===== config.mk =====
export PLATFORM = sky130hd
export DESIGN_NAME = inject_engine
export DESIGN_NICKNAME = d
export VERILOG_FILES = /design/src/rtl/inject_engine.sv
export SDC_FILE = /design/constraint.sdc
export NUM_CORES = 1
export LEC_CHECK = 0
export ABC_AREA = 0
export BUFFER_PORTS_ARGS = -buffer_cell sky130_fd_sc_hd__clkbuf_2
export CORE_AREA = 2 2 201 124
export DETAILED_ROUTE_END_ITERATION = 6
export DIE_AREA = 0 0 203 126
export PLACE_DENSITY = 0.69
export SLEW_MARGIN = 20
export SYNTH_ARGS = -nofsm -noshare
export SYNTH_HDL_FRONTEND = slang
export SYNTH_SLANG_ARGS = --single-unit

===== constraint.sdc =====
create_clock -name clk -period 2.82 [get_ports clk]
set_input_delay 0 -clock clk [delete_from_list [all_inputs] [get_ports clk]]
set_output_delay 0 -clock clk [all_outputs]
set_load 0.01 [all_outputs]

===== src/rtl/inject_engine.sv =====
// inject_engine: local PE injection stage for a 4-port router.
// Buffers PE flits in a small FIFO. Each cycle it places the head flit into the
// first free link slot (priority N, E, S, W) and registers all four slots.
//
// Ports
//   clk, rst           : clock, synchronous active-high reset
//   pe_valid, pe_flit  : PE offers a 32-bit flit
//   pe_ready           : FIFO can accept a flit this cycle
//   in_N/E/S/W         : post-ejection link flits (bit1 valid, [3:2] port, [6:4] request)
//   outN/E/S/W         : registered flits toward the routing stage
//   starve             : head flit has waited STARVE_MAX cycles without a free slot
module inject_engine #(
  parameter int unsigned DEPTH      = 4,
  parameter int unsigned STARVE_MAX = 15
) (
  input  logic        clk,
  input  logic        rst,
  input  logic        pe_valid,
  input  logic [31:0] pe_flit,
  output logic        pe_ready,
  input  logic [31:0] in_N,
  input  logic [31:0] in_E,
  input  logic [31:0] in_S,
  input  logic [31:0] in_W,
  output logic [31:0] outN,
  output logic [31:0] outE,
  output logic [31:0] outS,
  output logic [31:0] outW,
  output logic        starve
);

  localparam int unsigned FLIT_W = 32;
  localparam int unsigned NPORT  = 4;
  localparam int unsigned PTR_W  = (DEPTH > 1) ? $clog2(DEPTH) : 1;
  localparam int unsigned CNT_W  = $clog2(DEPTH + 1);
  localparam int unsigned SC_W   = 8;

  // FIFO storage and bookkeeping
  logic [FLIT_W-1:0] r_mem [DEPTH];
  logic [PTR_W-1:0]  r_wr_ptr;
  logic [PTR_W-1:0]  r_rd_ptr;
  logic [CNT_W-1:0]  r_count;
  logic [SC_W-1:0]   r_starve_cnt;
  logic [FLIT_W-1:0] r_out [NPORT];
  logic              r_starve;

  logic [FLIT_W-1:0] w_in       [NPORT];
  logic [FLIT_W-1:0] w_out_next [NPORT];
  logic [NPORT-1:0]  w_free;
  logic              w_have;
  logic              w_inject;
  logic [1:0]        w_sel;
  logic              w_push;
  logic [FLIT_W-1:0] w_head;
  logic [FLIT_W-1:0] w_inj_flit;
  logic [CNT_W-1:0]  w_count_next;
  logic [SC_W-1:0]   w_starve_cnt_next;
  logic              w_starve_next;

  // Ready depends on registered occupancy only, so a full FIFO never passes through
  assign pe_ready = !rst && (r_count < CNT_W'(DEPTH));
  assign w_push   = pe_valid && pe_ready;

  // Slot selection, injection merge and next-state computation
  always_comb begin
    w_in[0]           = in_N;
    w_in[1]           = in_E;
    w_in[2]           = in_S;
    w_in[3]           = in_W;
    w_have            = (r_count != '0);
    w_inject          = 1'b0;
    w_sel             = 2'd0;
    w_head            = r_mem[r_rd_ptr];
    w_free            = '0;
    w_starve_cnt_next = r_starve_cnt;

    for (int i = 0; i < NPORT; i++) begin
      w_free[i] = ~w_in[i][1];
    end

    if (w_have) begin
      if (w_free[0]) begin
        w_inject = 1'b1;
        w_sel    = 2'd0;
      end else if (w_free[1]) begin
        w_inject = 1'b1;
        w_sel    = 2'd1;
      end else if (w_free[2]) begin
        w_inject = 1'b1;
        w_sel    = 2'd2;
      end else if (w_free[3]) begin
        w_inject = 1'b1;
        w_sel    = 2'd3;
      end
    end

    // Injected flit: mark valid and stamp the slot code, payload untouched
    w_inj_flit = {w_head[FLIT_W-1:4], w_sel, 1'b1, w_head[0]};

    for (int i = 0; i < NPORT; i++) begin
      w_out_next[i] = (w_inject && (w_sel == 2'(i))) ? w_inj_flit : w_in[i];
    end

    w_count_next = r_count + CNT_W'(w_push) - CNT_W'(w_inject);

    if (!w_have || w_inject) begin
      w_starve_cnt_next = '0;
    end else if (r_starve_cnt < SC_W'(STARVE_MAX)) begin
      w_starve_cnt_next = r_starve_cnt + SC_W'(1);
    end

    // starve tracks the counter value being registered this edge
    w_starve_next = (w_starve_cnt_next == SC_W'(STARVE_MAX));
  end

  // Control and output registers
  always_ff @(posedge clk) begin
    if (rst) begin
      r_wr_ptr     <= '0;
      r_rd_ptr     <= '0;
      r_count      <= '0;
      r_starve_cnt <= '0;
      r_starve     <= 1'b0;
      for (int i = 0; i < NPORT; i++) begin
        r_out[i] <= '0;
      end
    end else begin
      if (w_push) begin
        r_wr_ptr <= r_wr_ptr + PTR_W'(1);
      end
      if (w_inject) begin
        r_rd_ptr <= r_rd_ptr + PTR_W'(1);
      end
      r_count      <= w_count_next;
      r_starve_cnt <= w_starve_cnt_next;
      r_starve     <= w_starve_next;
      for (int i = 0; i < NPORT; i++) begin
        r_out[i] <= w_out_next[i];
      end
    end
  end

  // FIFO data array; occupancy is guarded by r_count so no reset needed
  always_ff @(posedge clk) begin
    if (w_push) begin
      r_mem[r_wr_ptr] <= pe_flit;
    end
  end

  assign outN   = r_out[0];
  assign outE   = r_out[1];
  assign outS   = r_out[2];
  assign outW   = r_out[3];
  assign starve = r_starve;

endmodule


==> results of run 1 <==
## per-stage QoR
| stage | total power, uW | hold WS [ns] | utilization (%) | setup WS (ns) | cells |
|---|---|---|---|---|---|
| finish | 10800 | 0.0543 | 58.1 | 0.433 | 1473 |
| global route | 11200 | 0.0545 | 58.1 | 0.343 | 1472 |
| CTS | 10800 | 0.0439 | 58.1 | 0.422 | 1472 |
| detailed placement | 7100 | 0.208 | 47.3 | 0.590 | 1256 |
| global placement | 7070 | 0.201 | 47.3 | 0.638 | 1256 |
| floorplan | 6050 | 0.0989 | - | 0.848 | 674 |
## per-layer routing
metal | part of all wire (%) | GRT usage (%) | vias up
li1 | - | - | 3481
met1 | 42 | 31.0 | 3742
met2 | 46 | 39.4 | 427
met3 | 8.9 | 6.08 | 66
met4 | 3.0 | 7.99 | 0
met5 | 0 | 0 | -
## area by class of cell
class / count / area share (%)
repair buffers: 483 / 24.3
multi-input cells: 350 / 19.7
flip-flops and latches: 262 / 46.4
clock buffers: 38 / 5.86
well taps: 322 / 2.92
diodes: 1 / 0.0181
clock inverters: 10 / 0.589
inverters: 7 / 0.190
## sequential cells by signal, indices dropped and copies added, names as in the netlist, named ones only
name / flops
r_out: 128
r_mem: 116
r_starve_cnt: 8
r_count: 3
r_rd_ptr: 2
r_wr_ptr: 2
starve: 1
## timing repair
| action | 4_1_cts | 5_1_grt |
|---|---|---|
| endpoints found under the hold margin | 252 | 0 |
| hold buffers | 168 | 0 |
| setup endpoints to repair | 0 | 0 |
## report_power, final
group / switching, uW / total, uW / internal, uW
registers: 224 / 4570 / 4350
clock network: 1460 / 3540 / 2080
logic: 1560 / 2680 / 1110
total: 3240 / 10800 / 7540
## worst max-delay path: cells and delay by family (launching register included)
family,cells,cell delay [ns]
buffers and inverters,2,0.84
DFF,1,0.80
muxes,1,0.38
AOI/OAI and AO/OA,1,0.24
## cell usage in the layout (no fill, tap or decap), types with 3 or more instances in the layout
master and n:
nand3_1 59, clkinv_2 6, a21oi_1 72, ha_1 6
or3_1 5, clkbuf_16 28, o21ai_1 4, nor3b_1 3
nand2_1 3, edfxtp_1 116, and2_1 6, clkbuf_8 7
clkbuf_1 3, dlygate4sd3_1 168, xnor2_1 4, buf_4 25
mux4_2 29, o21ai_0 58, o31ai_1 3, and2_2 4
o21a_1 3, a22o_1 58, dfxtp_1 144, inv_1 6
nor2_1 8, clkbuf_2 288
## final timing paths
| kind | from | end | slack, ns |
|---|---|---|---|
| hold reg to reg | r_starve_cnt[5] | r_starve_cnt[5] | 0.49 |
| setup reg to reg | register | r_out[3][5] | 0.43 |
| hold / removal | in_S[1] | r_out[3][1] | 0.05 |
| setup / recovery | register | r_out[3][5] | 0.43 |
## cells by family (layout without fill, tap and decap cells)
kind of cell / count (synthesis) / count (layout)
adders and majority gates: 7 / 7
DFF: 262 / 262
buffers and inverters: 62 / 538
and+or+nand+nor: 107 / 107
AOI/OAI and AO/OA: 203 / 203
muxes: 29 / 29
other: 0 / 1
xor gates and xnor gates: 4 / 4
==> run metrics, run 1 <==
worst-case reg-to-reg path depth 4; count leader, synth dfxtp_1; actual slew at the worst max-slew pin 1.13 ns; fin nets 1,300; Worst Hold Path Cells 4; P_leak 0.00561 uW; Die X 203 um; iteration-0 DRC count of the detailed router 511; routed wire length 31.0 mm; Final Cell Area 13,800 um2; gr ovfl total 0; Critical Path RT 3.23 ns; critical path capture point type register; clock-pin transition on the worst setup and hold timing paths 0.07 ns; Post-Syn Instances 674; WL/cell 21.0 um; top cells by area, synth edfxtp_1 37%, dfxtp_1 31%, mux4_2 7.0%, a22o_1 5.4%, a21oi_1 3.8%; Commonest cells post-synth 146 x dfxtp_1, 116 x edfxtp_1, 72 x a21oi_1, 59 x nand3_1; #FFs+latches synth 262; DR DRC count 0; Clock Skew 0.00938 ns; IO Pins 293; Slew Viols, Final 0; Crit Path Max Fanout 26; Die Y 126 um; Yosys top cell by area edfxtp_1; clk root buf clkbuf_16; worst path cell trace buf_4, mux4_2, a22o_1, dlygate4sd3_1; via count 7,716; status complete, no violations; CP Data Arrival Time 2.79 ns; gr usage total 23.9%; postcts setup bufs 0; Synth Area in Adders 1.01%; FF+latch area 6410 um2; vias in the first global route 7,928; placed cell areas 11,200 um2; Setup violations, final 0; top cell type's share of synthesized area 37.2%; Fill cells 1,872; Final GP Congestion 0.772; Seq/Total Area, Yosys 68.4%; fraction of registers with async set/reset 0%; fin crit period 2.39 ns; post-synthesis xor/xnor area fraction 0.374%; Core ar. 23,700 um2; Detailed Place HPWL 19.7 mm; Hold Vio Cnt, Final 0; startpoint types register; final setup TNS 0 ns; CP max stage delay 0.80 ns; largest net degree at the start of global routing 47; headroom to the max-slew limit 24.3%; Hold Path Class in -> reg; post-synthesis mux area share 6.97%; Worst Path Class, Setup reg -> reg; CP max-delay cell dfxtp_2; initial antenna violation count 1; PostCTS Resize Cnt 0; VDD IR-drop max 0.000495 V; share of layout cells above drive strength 1 35.2%; Synthesized Nets 844; synthesized area per cell 13.9 um2; die area 25,600 um2; largest family of logic cells by synthesized area compound AO/OA/AOI/OAI gates; Vias/cell 5.24; Synth warnings 0; predominant post-synthesis flop cell dfxtp_1; CTS Buffer Depth 3; Port Buffers 289; Synth Area in Compound Gates 13.6%; # clock sinks 262; Syn-to-layout area delta 47.2%; Row Count 44; Power Density 782 nW/um2; antenna viol nets, final 0; period utilisation layout 84.7%; Synth Cell Area 9370 um2; max frequency 419 MHz; TritonCTS buffer count 26; RSZ-0062 raised after global routing no; global-route wire length before repair 46.3 mm; post-synthesis simple-gate area fraction 6.38%; area occupied by multi-input gates 2720 um2; Distinct cells, synth 43; DR pass1 iterations 5; CTS tree built; Initial Util 39.5%; clk_lat worst skew 0.53 ns; max-cap viol count 0; EDFF count, synth 116; htree depth 1
Note: power is estimated with default switching activity, not from simulation.
==> run 2, diff against run 1 <==
--- a/config.mk
+++ b/config.mk
@@ -5,11 +5,11 @@
 export SDC_FILE = /design/constraint.sdc
 export NUM_CORES = 1
 export LEC_CHECK = 0
-export ABC_AREA = 0
+export ABC_AREA = 1
 export BUFFER_PORTS_ARGS = -buffer_cell sky130_fd_sc_hd__clkbuf_2
-export CORE_AREA = 2 2 201 124
+export CORE_AREA = 2 2 203 125
 export DETAILED_ROUTE_END_ITERATION = 6
-export DIE_AREA = 0 0 203 126
+export DIE_AREA = 0 0 205 127
 export PLACE_DENSITY = 0.69
 export SLEW_MARGIN = 20
 export SYNTH_ARGS = -nofsm -noshare
==> constraint.sdc (replaced) <==
create_clock -name clk -period 2.5 [get_ports clk]
set_input_delay 0 -clock clk [delete_from_list [all_inputs] [get_ports clk]]
set_output_delay 0 -clock clk [all_outputs]
set_load 0.01 [all_outputs]
==> run metrics, run 2 <==
status complete, no violations; commonest cells after routing, fill and taps aside 310 x nor2_1, 289 x clkbuf_2, 163 x dlygate4sd3_1, 151 x o21ai_0, 145 x dfxtp_1; EDFF count, synth 116; commonest non-fill, non-tap cell in the layout nor2_1; worst path cell trace buf_4, o21ai_0, o22ai_2, nor2_1, nor2_1, dlygate4sd3_1; top cells by area, synth edfxtp_1 36%, dfxtp_1 31%, nor2_1 12%, o21ai_0 7.9%, o21ai_1 1.5%; via count 8,672; IO Pins 293; pre-CTS WS 0.390 ns; top cell type's share of synthesized area 36.5%; iteration-0 DRC count of the detailed router 700; Slew Viols, Final 0; RSZ-0062 raised after global routing no; DR DRC count 0; postcts setup bufs 0; Vias/cell 5.00; predominant post-synthesis flop cell dfxtp_1; startpoint types register; largest reg by FF count r_out; #FFs+latches synth 262; max reg flops 128; antenna viol nets, final 0; TritonCTS buffer count 25; CP max stage delay 0.57 ns; Crit Path Max Fanout 25; CTS Buffer Depth 3; Die Y 127 um; period utilisation layout 90.2%; Seq/Total Area, Yosys 67.1%; Commonest cells post-synth 314 x nor2_1, 151 x o21ai_0, 146 x dfxtp_1, 116 x edfxtp_1, 31 x nand2_1; global-route wire length before repair 47.1 mm; Hold Path Class in -> reg; WL/cell 18.1 um; Pwr Total 11,900 uW; Port Buffers 289; clk_lat worst skew 0.52 ns; Setup WS post-layout 0.246 ns; largest net degree at the start of global routing 97; count leader, synth nor2_1; Critical Path RT 2.96 ns; CTS tree built; Post-Syn Instances 946; htree depth 1; max-cap viol count 0; FF-to-FF setup slack 0.25 ns; Distinct cells, synth 29; CP max-delay cell dlygate4sd3_1; Die X 205 um; Syn-to-layout area delta 44.9%; Power Density 860 nW/um2; max frequency 444 MHz; Detailed Place HPWL 19.6 mm; critical path buffer and inverter count 2; routed wire length 31.4 mm; Worst path top cell family by delay buffers and inverters; Final Core Density 57.6%; Row Count 44; Hold Vio Cnt, Final 0; fraction of registers with async set/reset 0%; hold_ws 0.122 ns; Synth warnings 0; Final GP Congestion 0.785; Fill cells 1,984; Synthesized Nets 1,116; headroom to the max-slew limit 49.0%; actual slew at the worst max-slew pin 0.765 ns; Setup violations, final 0; gr ovfl total 0; P_leak 0.00598 uW; final setup TNS 0 ns; Yosys top cell by area edfxtp_1; VDD IR-drop max 0.000443 V; clock-pin transition on the worst setup and hold timing paths 0.06 ns; die area 26,000 um2; fin crit period 2.25 ns; clk root buf clkbuf_16; share of layout cells above drive strength 1 27.1%; registers with the most flip-flops r_out x128, r_mem x116, r_starve_cnt x8; vias in the first global route 8,606; CP Data Arrival Time 2.72 ns; critical path capture point type register; Initial Util 39.8%; synthesized area per cell 10.1 um2; DR pass1 iterations 5; fin nets 1,564; initial antenna violation count 2; Worst path most repeated cell nor2_1; # clock sinks 262; Clock Skew 0.00850 ns; Synth Cell Area 9550 um2; gr usage total 23.6%; Core ar. 24,000 um2; Worst Path Class, Setup reg -> reg
-- run 2: cell types whose count changed in the layout (fill, tap and decap cells not counted), sizes merged, moves of 30 or more --
cell	change
nand2	+30
nand3	-53
a21oi	-60
nor2	+307
a22o	-58
o21ai	+117
-- run 2: worst paths after layout --
kind	startpoint	end	cells after the start
min reg2reg	r_starve_cnt[4]	r_starve_cnt[4]	2
max	register	r_out[0][13]	6
max reg2reg	register	r_out[0][13]	6
min	pe_valid	r_wr_ptr[0]	4
-- run 2: final cells by class --
| cell class | count | area [um2] | share of cell area (%) |
|---|---|---|---|
| sequential | 262 | 6410 | 46.3 |
| timing repair buffer | 478 | 3310 | 23.9 |
| multi-input combinational | 595 | 2810 | 20.3 |
| clock buffer | 33 | 696 | 5.03 |
| tap | 322 | 403 | 2.91 |
| inverter | 32 | 121 | 0.877 |
| clock inverter | 12 | 82.6 | 0.597 |
| antenna | 1 | 2.50 | 0.0181 |
-- run 2: tightest hold or removal path, cell delays in order --
cell and delay, ns:
clkbuf_2 0.08, nand2_1 0.22, buf_4 0.22, a21oi_1 0.07
-- run 2: cell families (layout without fill, tap and decap cells) --
group | after synthesis | after routing | synth area share [%]
compound gates | 226 | 226 | 13.1
xor+xnor | 2 | 2 | 0.183
fa+ha+maj | 7 | 7 | 0.996
buf+inv | 89 | 555 | 3.98
flops | 262 | 262 | 67.1
other cells | 0 | 1 | 0
simple gates | 360 | 360 | 14.7
-- run 2: what timing repair did --
action	4_1_cts	5_1_grt
hold endpoints to repair	256	0
setup endpoints to repair	0	1
hold buffers	163	0
resized for setup	0	1
-- run 2: routing by layer --
layer,part of all wire (%),routed length [um],vias to the layer above,track usage [%]
li1,-,-,4070,-
met1,42,13200,4083,30.2
met2,46,14400,426,38.7
met3,8.1,2530,93,5.31
met4,4.1,1300,0,10.3
met5,0,0,-,0
-- run 2: through the flow --
step / instances / instance area (um2)
after CTS: 1734 / 13800
after floorplan: 946 / 9550
final: 1735 / 13800
after detailed placement: 1526 / 11400
after global routing: 1735 / 13800
after global placement: 1526 / 11400
-- run 2: where the power goes --
| group | internal, uW | switching (uW) | total (uW) | leakage [uW] |
|---|---|---|---|---|
| Combinational | 1090 | 2120 | 3220 | 0.00332 |
| Clock | 2060 | 1590 | 3650 | 0.000392 |
| Sequential | 4870 | 163 | 5030 | 0.00227 |
==> run 3, diff against run 2 <==
==> constraint.sdc (replaced) <==
create_clock -name clk -period 2.4 [get_ports clk]
set_input_delay 0 -clock clk [delete_from_list [all_inputs] [get_ports clk]]
set_output_delay 0 -clock clk [all_outputs]
set_load 0.01 [all_outputs]
==> run metrics, run 3 (synthesized netlist as in run 2, its figures left out) <==
fin nets 1,567; CP Data Arrival Time 2.69 ns; CTS tree built; Final GP Congestion 0.808; startpoint types register; routed wire length 31.3 mm; die area 26,000 um2; Die Y 127 um; Final Core Density 58.1%; gr usage total 23.5%; actual slew at the worst max-slew pin 0.811 ns; met2 GRT Util 39.2%; via count 8,596; initial antenna violation count 1; iteration-0 DRC count of the detailed router 721; Core ar. 24,000 um2; Row Count 44; Pwr Total 12,800 uW; met1 GRT Util 30.6%; htree depth 1; clk root buf clkbuf_16; largest reg by FF count r_out; TritonCTS buffer count 25; Hold Vio Cnt, Final 0; WL/cell 18.0 um; busiest metal layer after global routing met2; FF+latch area 6410 um2; DR pass1 iterations 5; antenna viol nets, final 0; DR DRC count 0; headroom to the max-slew limit 45.9%; Syn-to-layout area delta 46.1%; Hold Path Class in -> reg; P_leak 0.00603 uW; share of layout cells above drive strength 1 27.4%; Critical Path RT 2.86 ns; Setup WS post-layout 0.174 ns; gr ovfl total 0; registers with the most flip-flops r_out x128, r_mem x116, r_starve_cnt x8; fin crit period 2.23 ns; # clock sinks 262; VDD IR-drop max 0.000469 V; Vias/cell 4.95; Initial Util 39.8%; postcts setup bufs 0; Die X 205 um; period utilisation layout 92.7%; Slew Viols, Final 0; clk_lat worst skew 0.53 ns; commonest non-fill, non-tap cell in the layout nor2_1; Fill cells 2,006; IO Pins 293; Worst Path Class, Setup reg -> reg; critical path capture point type register; max frequency 449 MHz; status complete, no violations; largest net degree at the start of global routing 35; RSZ-0062 raised after global routing no; Clock Skew 0.0122 ns; Crit Path Max Fanout 20; pre-CTS WS 0.210 ns; CTS Buffer Depth 3; routing usage on met3 5.46%; global-route wire length before repair 46.9 mm; vias in the first global route 8,565; hold_ws 0.115 ns; commonest cells after routing, fill and taps aside 310 x nor2_1, 289 x clkbuf_2, 162 x dlygate4sd3_1, 151 x o21ai_0, 145 x dfxtp_1; Port Buffers 289; Detailed Place HPWL 19.9 mm; clock-pin transition on the worst setup and hold timing paths 0.07 ns; area occupied by multi-input gates 2810 um2; Power Density 917 nW/um2; Setup violations, final 0; max reg flops 128; max-cap viol count 0
run 3: changes by cell type in the layout (fill, tap and decap cells not counted):
cell	before	now
clkinvlp_2	0	2
o22ai_1	18	19
dlygate4sd3_1	163	162
clkbuf_16	25	27
clkinv_2	8	3
clkinv_1	4	1
bufinv_16	1	4
buf_4	23	27
clkbuf_8	4	2
clkbuf_1	4	5
inv_6	0	1
inv_4	1	0
o22ai_2	11	10
clkinv_4	0	1
run 3: worst max-delay path: stages, from the launching register on:
cell and delay, ns:
dfxtp_1 0.33, nor2_1 0.13, nand2_2 0.13, nand2_1 0.13, a21oi_4 0.04, inv_1 0.28
buf_4 0.35, nand2_1 0.08, nor2_1 0.13, dlygate4sd3_1 0.57
run 3: what timing repair did:
action,CTS,global route
resized for setup,0,0
hold endpoints to repair,256,0
hold buffers,162,0
setup endpoints to repair,0,0
run 3: layout make-up:
cell class,count,share of cell area [%]
Clock buffer,34,5.18
Timing Repair Buffer,481,23.9
Inverter,32,0.870
Tap cell,322,2.89
Clock inverter,10,1.13
Multi-Input combinational cell,595,20.1
Antenna cell,1,0.0179
Sequential cell,262,45.9
run 3: layer usage:
| layer | vias to the layer above | share of wire (%) |
|---|---|---|
| met5 | - | 0 |
| met4 | 0 | 2.7 |
| met3 | 65 | 8.2 |
| met2 | 409 | 47 |
| met1 | 4033 | 42 |
| li1 | 4089 | - |
run 3: where the power goes:
| group | switching (uW) | internal [uW] |
|---|---|---|
| logic | 2220 | 1130 |
| registers | 147 | 5070 |
| clock network | 1670 | 2540 |
run 3: worst paths after layout:
path	end	startpoint	cells past startpoint	slack [ns]
setup / recovery	r_out[0][2]	r_count[2]	9	0.17
hold / removal	r_wr_ptr[0]	pe_valid	4	0.12
setup reg to reg	r_out[0][2]	r_count[2]	9	0.17
hold reg to reg	r_starve_cnt[4]	r_starve_cnt[4]	2	0.46
run 3: per-stage QoR:
step	std cells	TNS [ns]	area [um2]
after global routing	1737	0	13900
after global placement	1530	0	11400
final	1737	0	13900
after floorplan	946	-2.92	9550
after detailed placement	1530	0	11400
after CTS	1736	0	13900
